### src/rtl/cpu_trace_buffer.sv
// Trace capture buffer for the single-cycle CPU observation bus: arm/trigger/stop session
// control, cycle-stamped circular record store, show-ahead valid/ready drain port.
// Optional macro TRACE_BUS_AB_EN adds busA/busB to each record.
module cpu_trace_buffer #(
    parameter int unsigned DEPTH = 16,
    parameter int unsigned CNT_W = 16
) (
    input  logic                     Clk,
    input  logic                     Reset,
    input  logic                     Run,
    input  logic [31:0]              Instruction,
    input  logic [31:0]              busA,
    input  logic [31:0]              busB,
    input  logic [31:0]              busW,
    input  logic [31:0]              Result,
    input  logic                     Arm,
    input  logic                     Stop,
    input  logic [31:0]              TrigMask,
    input  logic [31:0]              TrigValue,
    input  logic                     RdReady,
    output logic                     RdValid,
    output logic [CNT_W-1:0]         RdCycle,
    output logic [31:0]              RdInstruction,
    output logic [31:0]              RdBusW,
    output logic [31:0]              RdResult,
    output logic [31:0]              RdBusA,
    output logic [31:0]              RdBusB,
    output logic [$clog2(DEPTH):0]   Count,
    output logic [1:0]               State
);

    localparam int unsigned AW = $clog2(DEPTH);
    localparam int unsigned CW = AW + 1;
    localparam logic [CW-1:0] FullCnt = CW'(DEPTH);

    typedef enum logic [1:0] {
        StIdle    = 2'd0,
        StArmed   = 2'd1,
        StCapture = 2'd2,
        StDone    = 2'd3
    } state_e;

    state_e           state_q, state_d;
    logic [CNT_W-1:0] cyc_q, cyc_d;
    logic [AW-1:0]    wr_ptr_q, wr_ptr_d;
    logic [AW-1:0]    rd_ptr_q, rd_ptr_d;
    logic [CW-1:0]    count_q, count_d;

    logic             trig_match;
    logic             full;
    logic             pop;
    logic             wr_en;

    logic [CNT_W-1:0] mem_cyc_q   [DEPTH];
    logic [31:0]      mem_instr_q [DEPTH];
    logic [31:0]      mem_busw_q  [DEPTH];
    logic [31:0]      mem_result_q[DEPTH];
`ifdef TRACE_BUS_AB_EN
    logic [31:0]      mem_busa_q  [DEPTH];
    logic [31:0]      mem_busb_q  [DEPTH];
`else
    logic             unused_bus_ab;
    assign unused_bus_ab = ^{busA, busB};
`endif

    assign trig_match = Run && ((Instruction & TrigMask) == (TrigValue & TrigMask));
    // Full uses the registered count, so a same-edge pop never frees a slot for this write.
    assign full       = (count_q == FullCnt);
    assign pop        = (count_q != '0) && RdReady;

    always_comb begin
        state_d = state_q;
        cyc_d   = cyc_q;
        wr_en   = 1'b0;

        if ((state_q == StArmed || state_q == StCapture) && Run) begin
            cyc_d = cyc_q + CNT_W'(1);
        end

        unique case (state_q)
            StIdle, StDone: begin
                if (Arm && !Stop) begin
                    state_d = StArmed;
                    cyc_d   = '0;
                end
            end
            StArmed: begin
                if (Stop) begin
                    state_d = StDone;
                end else if (trig_match) begin
                    // A buffer left full by an earlier session ends the new one at once.
                    if (full) begin
                        state_d = StDone;
                    end else begin
                        wr_en   = 1'b1;
                        state_d = StCapture;
                    end
                end
            end
            StCapture: begin
                if (Stop) begin
                    state_d = StDone;
                end else if (Run) begin
                    if (full) begin
                        state_d = StDone;
                    end else begin
                        wr_en = 1'b1;
                    end
                end
            end
            default: state_d = StIdle;
        endcase
    end

    always_comb begin
        wr_ptr_d = wr_en ? wr_ptr_q + AW'(1) : wr_ptr_q;
        rd_ptr_d = pop ? rd_ptr_q + AW'(1) : rd_ptr_q;
        count_d  = count_q + CW'(wr_en) - CW'(pop);
    end

    always_ff @(posedge Clk or posedge Reset) begin
        if (Reset) begin
            state_q  <= StIdle;
            cyc_q    <= '0;
            wr_ptr_q <= '0;
            rd_ptr_q <= '0;
            count_q  <= '0;
        end else begin
            state_q  <= state_d;
            cyc_q    <= cyc_d;
            wr_ptr_q <= wr_ptr_d;
            rd_ptr_q <= rd_ptr_d;
            count_q  <= count_d;
        end
    end

    // Record storage needs no reset: stale slots are never visible while Count is 0.
    always_ff @(posedge Clk) begin
        if (wr_en) begin
            mem_cyc_q[wr_ptr_q]    <= cyc_q;
            mem_instr_q[wr_ptr_q]  <= Instruction;
            mem_busw_q[wr_ptr_q]   <= busW;
            mem_result_q[wr_ptr_q] <= Result;
`ifdef TRACE_BUS_AB_EN
            mem_busa_q[wr_ptr_q]   <= busA;
            mem_busb_q[wr_ptr_q]   <= busB;
`endif
        end
    end

    always_comb begin
        RdValid       = 1'b0;
        RdCycle       = '0;
        RdInstruction = '0;
        RdBusW        = '0;
        RdResult      = '0;
        RdBusA        = '0;
        RdBusB        = '0;
        if (count_q != '0) begin
            RdValid       = 1'b1;
            RdCycle       = mem_cyc_q[rd_ptr_q];
            RdInstruction = mem_instr_q[rd_ptr_q];
            RdBusW        = mem_busw_q[rd_ptr_q];
            RdResult      = mem_result_q[rd_ptr_q];
`ifdef TRACE_BUS_AB_EN
            RdBusA        = mem_busa_q[rd_ptr_q];
            RdBusB        = mem_busb_q[rd_ptr_q];
`endif
        end
    end

    assign Count = count_q;
    assign State = state_q;

endmodule

### config.mk
export PLATFORM = sky130hd
export DESIGN_NAME = cpu_trace_buffer
export DESIGN_NICKNAME = d
export VERILOG_FILES = /design/src/rtl/cpu_trace_buffer.sv
export SDC_FILE = /design/constraint.sdc
export NUM_CORES = 1
export LEC_CHECK = 0
export BUFFER_PORTS_ARGS = -buffer_cell sky130_fd_sc_hd__buf_2
export CORE_MARGIN = 2
export CORE_UTILIZATION = 45
export CTS_CLUSTER_SIZE = 8
export DETAILED_ROUTE_END_ITERATION = 6
export RECOVER_POWER = 25
export SLEW_MARGIN = 10
export SYNTH_ARGS = -nofsm -noshare
export SYNTH_HDL_FRONTEND = slang
export SYNTH_SLANG_ARGS = --single-unit
### constraint.sdc
create_clock -name Clk -period 9 [get_ports Clk]
set_input_delay 0.9 -clock Clk [delete_from_list [all_inputs] [get_ports Clk]]
set_output_delay 0.9 -clock Clk [all_outputs]
set_load 0.03 [all_outputs]
==> results of run 1 <==
## worst min-delay path: stages
cell	delay, ns
buf_2	0.13
nand4_1	0.08
nand3_1	0.07
## area by class of cell
cell class	count	area, sq um
Inverter	19	71.3
Multi-Input combinational cell	963	15200
Clock inverter	7	77.6
Clock buffer	307	7210
Sequential cell	1823	54600
Antenna cell	3	7.51
Timing Repair Buffer	340	1980
Fill cell	11900	74600
Tap cell	2058	2570
## power by group
group          switching, mW  internal [mW]  leakage (nW)
Clock                   3.26           5.57          3.58
Combinational           4.05           3.27          6.02
Sequential             0.245           9.47          16.7
Total                   7.55           18.3          26.3
## cells in the final DEF (no fill, tap or decap), drive strengths merged, types with 4 or more instances in the layout
master	n
dfrtp	31
o311ai	4
buf	271
nand4	12
mux4	560
ha	14
xnor2	9
clkbuf	376
a22oi	16
edfxtp	1792
and4	4
nand3	25
and2	113
conb	64
a21oi	7
nor3	8
inv	24
xor2	43
nand2	11
nor2	38
## cell families after synthesis
logic type	after synthesis	share of synthesized area, %
buf+inv	231	2.05
fa+ha+maj	15	0.275
compound gates	38	0.383
mux	562	17.8
simple gates	232	1.86
xor+xnor	52	0.642
other cells	1	0.00529
flops	1823	77.0
## metrics by stage
stage	setup TNS, ns	hold slack [ns]	power (mW)
floorplan	-626.68	0.559	15.4
global placement	0	0.552	17.3
detailed placement	0	0.575	17.3
CTS	0	0.0756	26.2
global route	0	0.306	26.9
finish	0	0.355	25.9
## metal layers
metal  vias up  wire, um
li1      13300         -
met1     17800     69300
met2      1200     83300
met3       272     10700
met4        14      2800
met5         -        80
## state kept, by name, indices dropped and copies added (netlist names)
register	cells
mem_busw_q	512
mem_instr_q	512
mem_result_q	512
mem_cyc_q	256
cyc_q	16
Count	5
rd_ptr_q	4
wr_ptr_q	4
State	2
## worst paths after layout
kind,startpoint,to,cells after the start
min reg2reg,Count[0],Count[0],1
min,Run,State[0],3
min in group asynchronous,Reset,Count[2],3
max,rd_ptr_q[1],RdInstruction[23],6
max reg2reg,State[0],mem_busw_q[4][12],7
max in group asynchronous,Reset,rd_ptr_q[2],3
## Yosys cell counts (12+ instances only)
master	number
a22oi_1	16
and2_1	113
buf_2	14
buf_4	64
buf_6	44
clkbuf_1	79
dfrtp_1	31
edfxtp_1	1792
ha_1	14
inv_1	19
mux4_2	560
nand3_1	25
nand4_1	12
nor2_1	38
xor2_1	43
==> results.md, run 1 <==
- Synth Flop Type: edfxtp_1
- Initial antenna violation count: 24
- Initial core utilization: 45.4%
- Max Slew Vio Count: 32
- Buffer and inverter count on the worst path: 3
- Wire per inst: 30.1 um
- CTS tree: yes
- Final-report hold violation count: 0
- CTS Hold Bufs: 0
- Post-synthesis average cell area: 24.0 sq um
- F_max: 0.179 GHz
- Crit path kind: flop to primary output
- Met1 Resource Use GR: 28.7%
- Asr flop ratio synth: 1.70%
- Rel. slew slack: -25.2%
- P_leak: 26.3 nW
- Antenna viol nets, final: 0
- CTS Buffer Depth: 4
- Final GP Congestion: 0.737
- Core footprint: 0.156 sq mm
- Distinct cells, synth: 46
- Clock slew at reported path FFs: 0.05 ns
- Clock latency on the worst-skew pair: 0.87 ns
- Nature of the critical path endpoint: primary output
- GR peak layer: met2
- I/O pins: 414
- Top cell type's share of synthesized area: 75.9%
- Worst-path fanout max: 64
- Maxcap violations: 1
- Cell Area, Synth: 0.0709 sq mm
- Met2 Resource Use GR: 34.4%
- Setup crit start kind: flop
- First-pass GRT wire length: 242 mm
- GRT Overall Usage: 20.8%
- RSZ-0062 raised after global routing: false
- Fin crit period: 5.58 ns
- Vias in the first global route: 35,100
- Drt drc: 0
- Status: complete, but fails checks
- CP Cell Sequence: buf_4 > buf_4 > mux4_2 > mux4_2 > and2_1 > buf_2
- Syn Inst Count: 2,954
- Reg2Reg Setup Slack: 5.41 ns
- Util after Layout: 52.3%
- Setup Viol. Count Final: 0
- Post-DP Area: 0.0746 sq mm
- Clock root buffer: clkbuf_16
- Failing checks: capacitance limit, slew limit
- Met3 Use GR: 4.22%
- Total wire length: 166 mm
- Final Net Count: 3,670
- Pwr/cell area: 316 mW/mm^2
- #FFs+latches synth: 1,823
- Drt pass-1 iters: 5
- Die area: 0.161 sq mm
- Post-CTS Setup Inserts: 0
- FP Rows: 145
- # placed instances: 5,203
- Cell area after layout: 0.0818 sq mm
- Non-filler cells, final: 5,520
- Data required, critical path: 8.10 ns
- Die Ht: 401 um
- Routed via count: 32,600
- Critical-path top delay cell: dfrtp_4
- Worst VDD drop: 370 uV
- Clock Sinks: 1,823
- Top cell type by total area after synthesis: edfxtp_1
- Synth area leaders: edfxtp_1, mux4_2, dfrtp_1
- Synth warn: 0
- Routed vias/inst: 5.91
- DIE WIDTH: 401 um
- Crit path largest cell delay: 0.89 ns
- Share of cells above drive strength 1: 33.2%
- H-tree levels: 5
- DR iter-0 viols: 2,796
- Post-CTS sizing: 0
- Seq/Total Area, Yosys: 77.0%
- Final Skew: 0.0442 ns
- Tcrit/Tclk final: 62.0%
- Worst-Margin Slew: 1.88 ns
- Final HPWL DP: 79.2 mm
- Arr. time, crit path: 4.68 ns
- Post-placement setup slack: 3.68 ns
- Inserted Clock Buffers: 278
- Post-synth EDFFs: 1,792
- Final WS setup: 3.42 ns
- Largest net degree at the start of global routing: 179
- Port bufs: 285
- Min-delay worst type: primary input to flop
- GR Overflow Total: 0
- Critical path's top delay family: buffers and inverters
- Area growth, synth to finish: 15.3%
No activity file was read; power rests on OpenSTA's default activity.
==> run 2: changes to the inputs <==
Settings changed: ABC_AREA from default to 1.
Clock period 9 ns to 4.9 ns, I/O delays scaled along.
==> results.md, run 2 <==
- Hold path depth: 1 (-2)
- Most frequent cells in the layout: edfxtp_1, nor2_1, o21ai_0
- CTS Buffer Depth: 4 (unchanged)
- Comb power frac: 32.5% (+4.2 points)
- Data required, critical path: 4.41 ns (-3.69 ns)
- Largest net degree at the start of global routing: 266 (+49%)
- Reg2Reg Setup Slack: 1.58 ns (-3.83 ns)
- Arr. time, crit path: 3.94 ns (-0.74 ns)
- Synth warn: 0 (unchanged)
- Cell Area, Synth: 0.0723 sq mm (+2.0%)
- Clock slew at reported path FFs: 0.05 ns (about the same)
- Initial core utilization: 45.2% (-0.15 points)
- Die Ht: 405 um (+0.98%)
- Final Skew: 0.0413 ns (-0.00286 ns)
- Clock root buffer: clkbuf_16
- Failing checks: DRC, capacitance limit, slew limit
- CP Cell Sequence: inv_12 > buf_4 > o21ai_0 > o221ai_1 > o211ai_1 > a21oi_1 > buf_2
- Antenna viol nets, final: 0 (unchanged)
- Commonest cells post-synth: edfxtp_1, nor2_1, o21ai_0
- Switching fraction of total power: 36.6% (+7.4 points)
- Worst VDD drop: 663 uV (+80%)
- DIE WIDTH: 405 um (+0.98%)
- Fillers: 13,200 (+11%)
- Crit path largest cell delay: 0.66 ns (-0.23 ns)
- First-pass GRT wire length: 285 mm (+18%)
- Critical-path top delay cell: dfrtp_4
- Crit path kind: flop to primary output
- Core footprint: 0.160 sq mm (+2.3%)
- Internal power: 32.2 mW (+76%)
- Routed vias/inst: 5.90 (about the same)
- P_leak: 27.2 nW (+3.5%)
- Nature of the critical path endpoint: primary output
- Pwr/cell area: 604 mW/mm^2 (+91%)
- Maxcap violations: 1 (unchanged)
- Routed via count: 45,700 (+40%)
- Final Net Count: 5,867 (+60%)
- FP Rows: 147 (+1.4%)
- Syn Inst Count: 5,241 (+77%)
- Reg2Reg Depth: 9 (+2)
- Post-synth EDFFs: 1,792 (unchanged)
- Drt drc: 1 (+1)
- Area growth, synth to finish: 16.1%
- Tot Pwr: 50.8 mW (+96%)
- Synth area leaders: edfxtp_1, o21ai_0, nor2_1
- RSZ-0062 raised after global routing: false
- Distinct cells, synth: 39 (-15%)
- Wire per inst: 24.7 um (-18%)
- Share of cells above drive strength 1: 11.5% (-22 points)
- Clock latency on the worst-skew pair: 0.90 ns (+0.03 ns)
- Util after Layout: 52.5% (+0.21 points)
- CTS tree: yes
- Top cell type by total area after synthesis: edfxtp_1
- Drt pass-1 iters: 7 (+2)
- Final HPWL DP: 92.2 mm (+17%)
- Clock Sinks: 1,823 (unchanged)
- Top cell type's share of synthesized area: 74.4% (-1.5 points)
- Tcrit/Tclk final: 90.4%
- Top Registers: mem_busw_q (512), mem_instr_q (512), mem_result_q (512)
- DR iter-0 viols: 4,924 (+76%)
- Final-report hold violation count: 0 (unchanged)
- Fin crit period: 4.43 ns
- Seq/Total Area, Yosys: 75.5% (-1.5 points)
- Asr flop ratio synth: 1.70% (unchanged)
- Total wire length: 191 mm (+15%)
- Min-delay worst type: primary input to flop
- Final GP Congestion: 0.762 (+3.3%)
- Status: complete, but fails checks
- Initial antenna violation count: 12 (-50%)
- Area of the multi-input gates: 0.0153 sq mm (+0.43%)
- Worst-Margin Slew: 1.82 ns (-0.0610 ns)
- GRT Overall Usage: 23.2% (+2.3 points)
- Port bufs: 285 (unchanged)
- Post-synthesis average cell area: 13.8 sq um (-43%)
- FF+latch area: 0.0546 sq mm (unchanged)
- Synth Flop Type: edfxtp_1
- Setup crit start kind: flop
- Rel. slew slack: -21.2% (+4.1 points)
- Cell area after layout: 0.0840 sq mm (+2.7%)
- Sequential power share: 35.2% (-2.3 points)
- Setup Viol. Count Final: 0 (unchanged)
- Most frequent cell after synthesis: edfxtp_1
- I/O pins: 414 (unchanged)
- Post-CTS sizing: 0 (unchanged)
- Most common cell after layout, fill and taps aside: edfxtp_1
- #FFs+latches synth: 1,823 (unchanged)
- Switch Pwr: 18.6 mW (+150%)
- Worst-path fanout max: 153 (+140%)
- Vias in the first global route: 45,000 (+28%)
- Clock share of power: 32.3% (-1.9 points)
- H-tree levels: 5 (unchanged)
- WHS: 0.213 ns (-0.142 ns)
- GR Overflow Total: 0 (unchanged)
- Die area: 0.164 sq mm (+2.0%)
- Post-DP Area: 0.0758 sq mm (+1.6%)
- Inserted Clock Buffers: 279 (+0.36%)
- F_max: 0.226 GHz
- Max Slew Vio Count: 32 (unchanged)
run 2: changes by cell type in the layout (fill, tap and decap cells not counted), moves of 119 or more:
cell      before  now
nor2_1        26  935
o21ai_0        3  854
mux4_2       560    0
o221ai_1       0  313
o22ai_1        0  135
o211ai_1       1  135
nand2_1       11  130
run 2: critical path: cells and delay by family, from the launching register on:
family,cells,cell delay (ns)
compound gates,4,0.84
buf+inv,3,1.43
flops,1,0.66
run 2: cell type report:
class | count | share of cell area, %
antenna | 4 | 0.0119
inverter | 89 | 0.462
timing repair buffer | 489 | 4.47
sequential | 1823 | 65.0
tap | 2086 | 3.11
multi-input combinational | 2940 | 18.2
clock buffer | 298 | 8.65
clock inverter | 9 | 0.0745
run 2: timing repair:
| action | in CTS | in global routing |
|---|---|---|
| buffers inserted | 0 | 0 |
| hold buffers | 98 | 0 |
| endpoints found under the hold margin | 1414 | 0 |
run 2: through the flow:
step | std cells | setup TNS, ns | worst slack (ns)
after floorplan | 5304 | -330.09 | -0.197
after global placement | 7329 | 0 | 0.972
after detailed placement | 7329 | 0 | 0.944
after CTS | 7734 | 0 | 0.385
after global routing | 7737 | 0 | 0.239
final | 7738 | 0 | 0.470
run 2: power by group through the flow:
stage	sequential, mW	clock (mW)	combinational, mW
2_1_floorplan	17.9	0	11.4
3_3_place_gp	18.1	0	16.3
3_5_place_dp	18.1	0	16.5
4_1_cts	17.9	16.7	16.6
5_1_grt	17.9	17.3	18.0
6_report	17.9	16.4	16.5
run 2: worst paths after layout:
check,from,to
max in group asynchronous,Reset,rd_ptr_q[3]
min,busW[23],mem_busw_q[6][23]
min in group asynchronous,Reset,Count[3]
max reg2reg,State[0],mem_result_q[6][24]
min reg2reg,State[0],State[0]
max,rd_ptr_q[1],RdResult[28]
run 2: logic make-up after synthesis:
kind of cell / after synthesis / share of synthesized area (%)
compound gates: 1609 / 13.5
xor+xnor: 18 / 0.218
fa+ha+maj: 15 / 0.270
buf+inv: 541 / 3.83
flops: 1823 / 75.5
other cells: 1 / 0.00518
simple gates: 1234 / 6.73
run 2: routing by layer:
| metal | vias to the layer above | part of all wire, % | track usage [%] |
|---|---|---|---|
| met2 | 1720 | 47 | 36.9 |
| met4 | 6 | 2.6 | 7.22 |
| met5 | - | 0.018 | 0 |
| li1 | 20500 | - | - |
| met3 | 328 | 7.2 | 4.65 |
| met1 | 23100 | 43 | 32.1 |
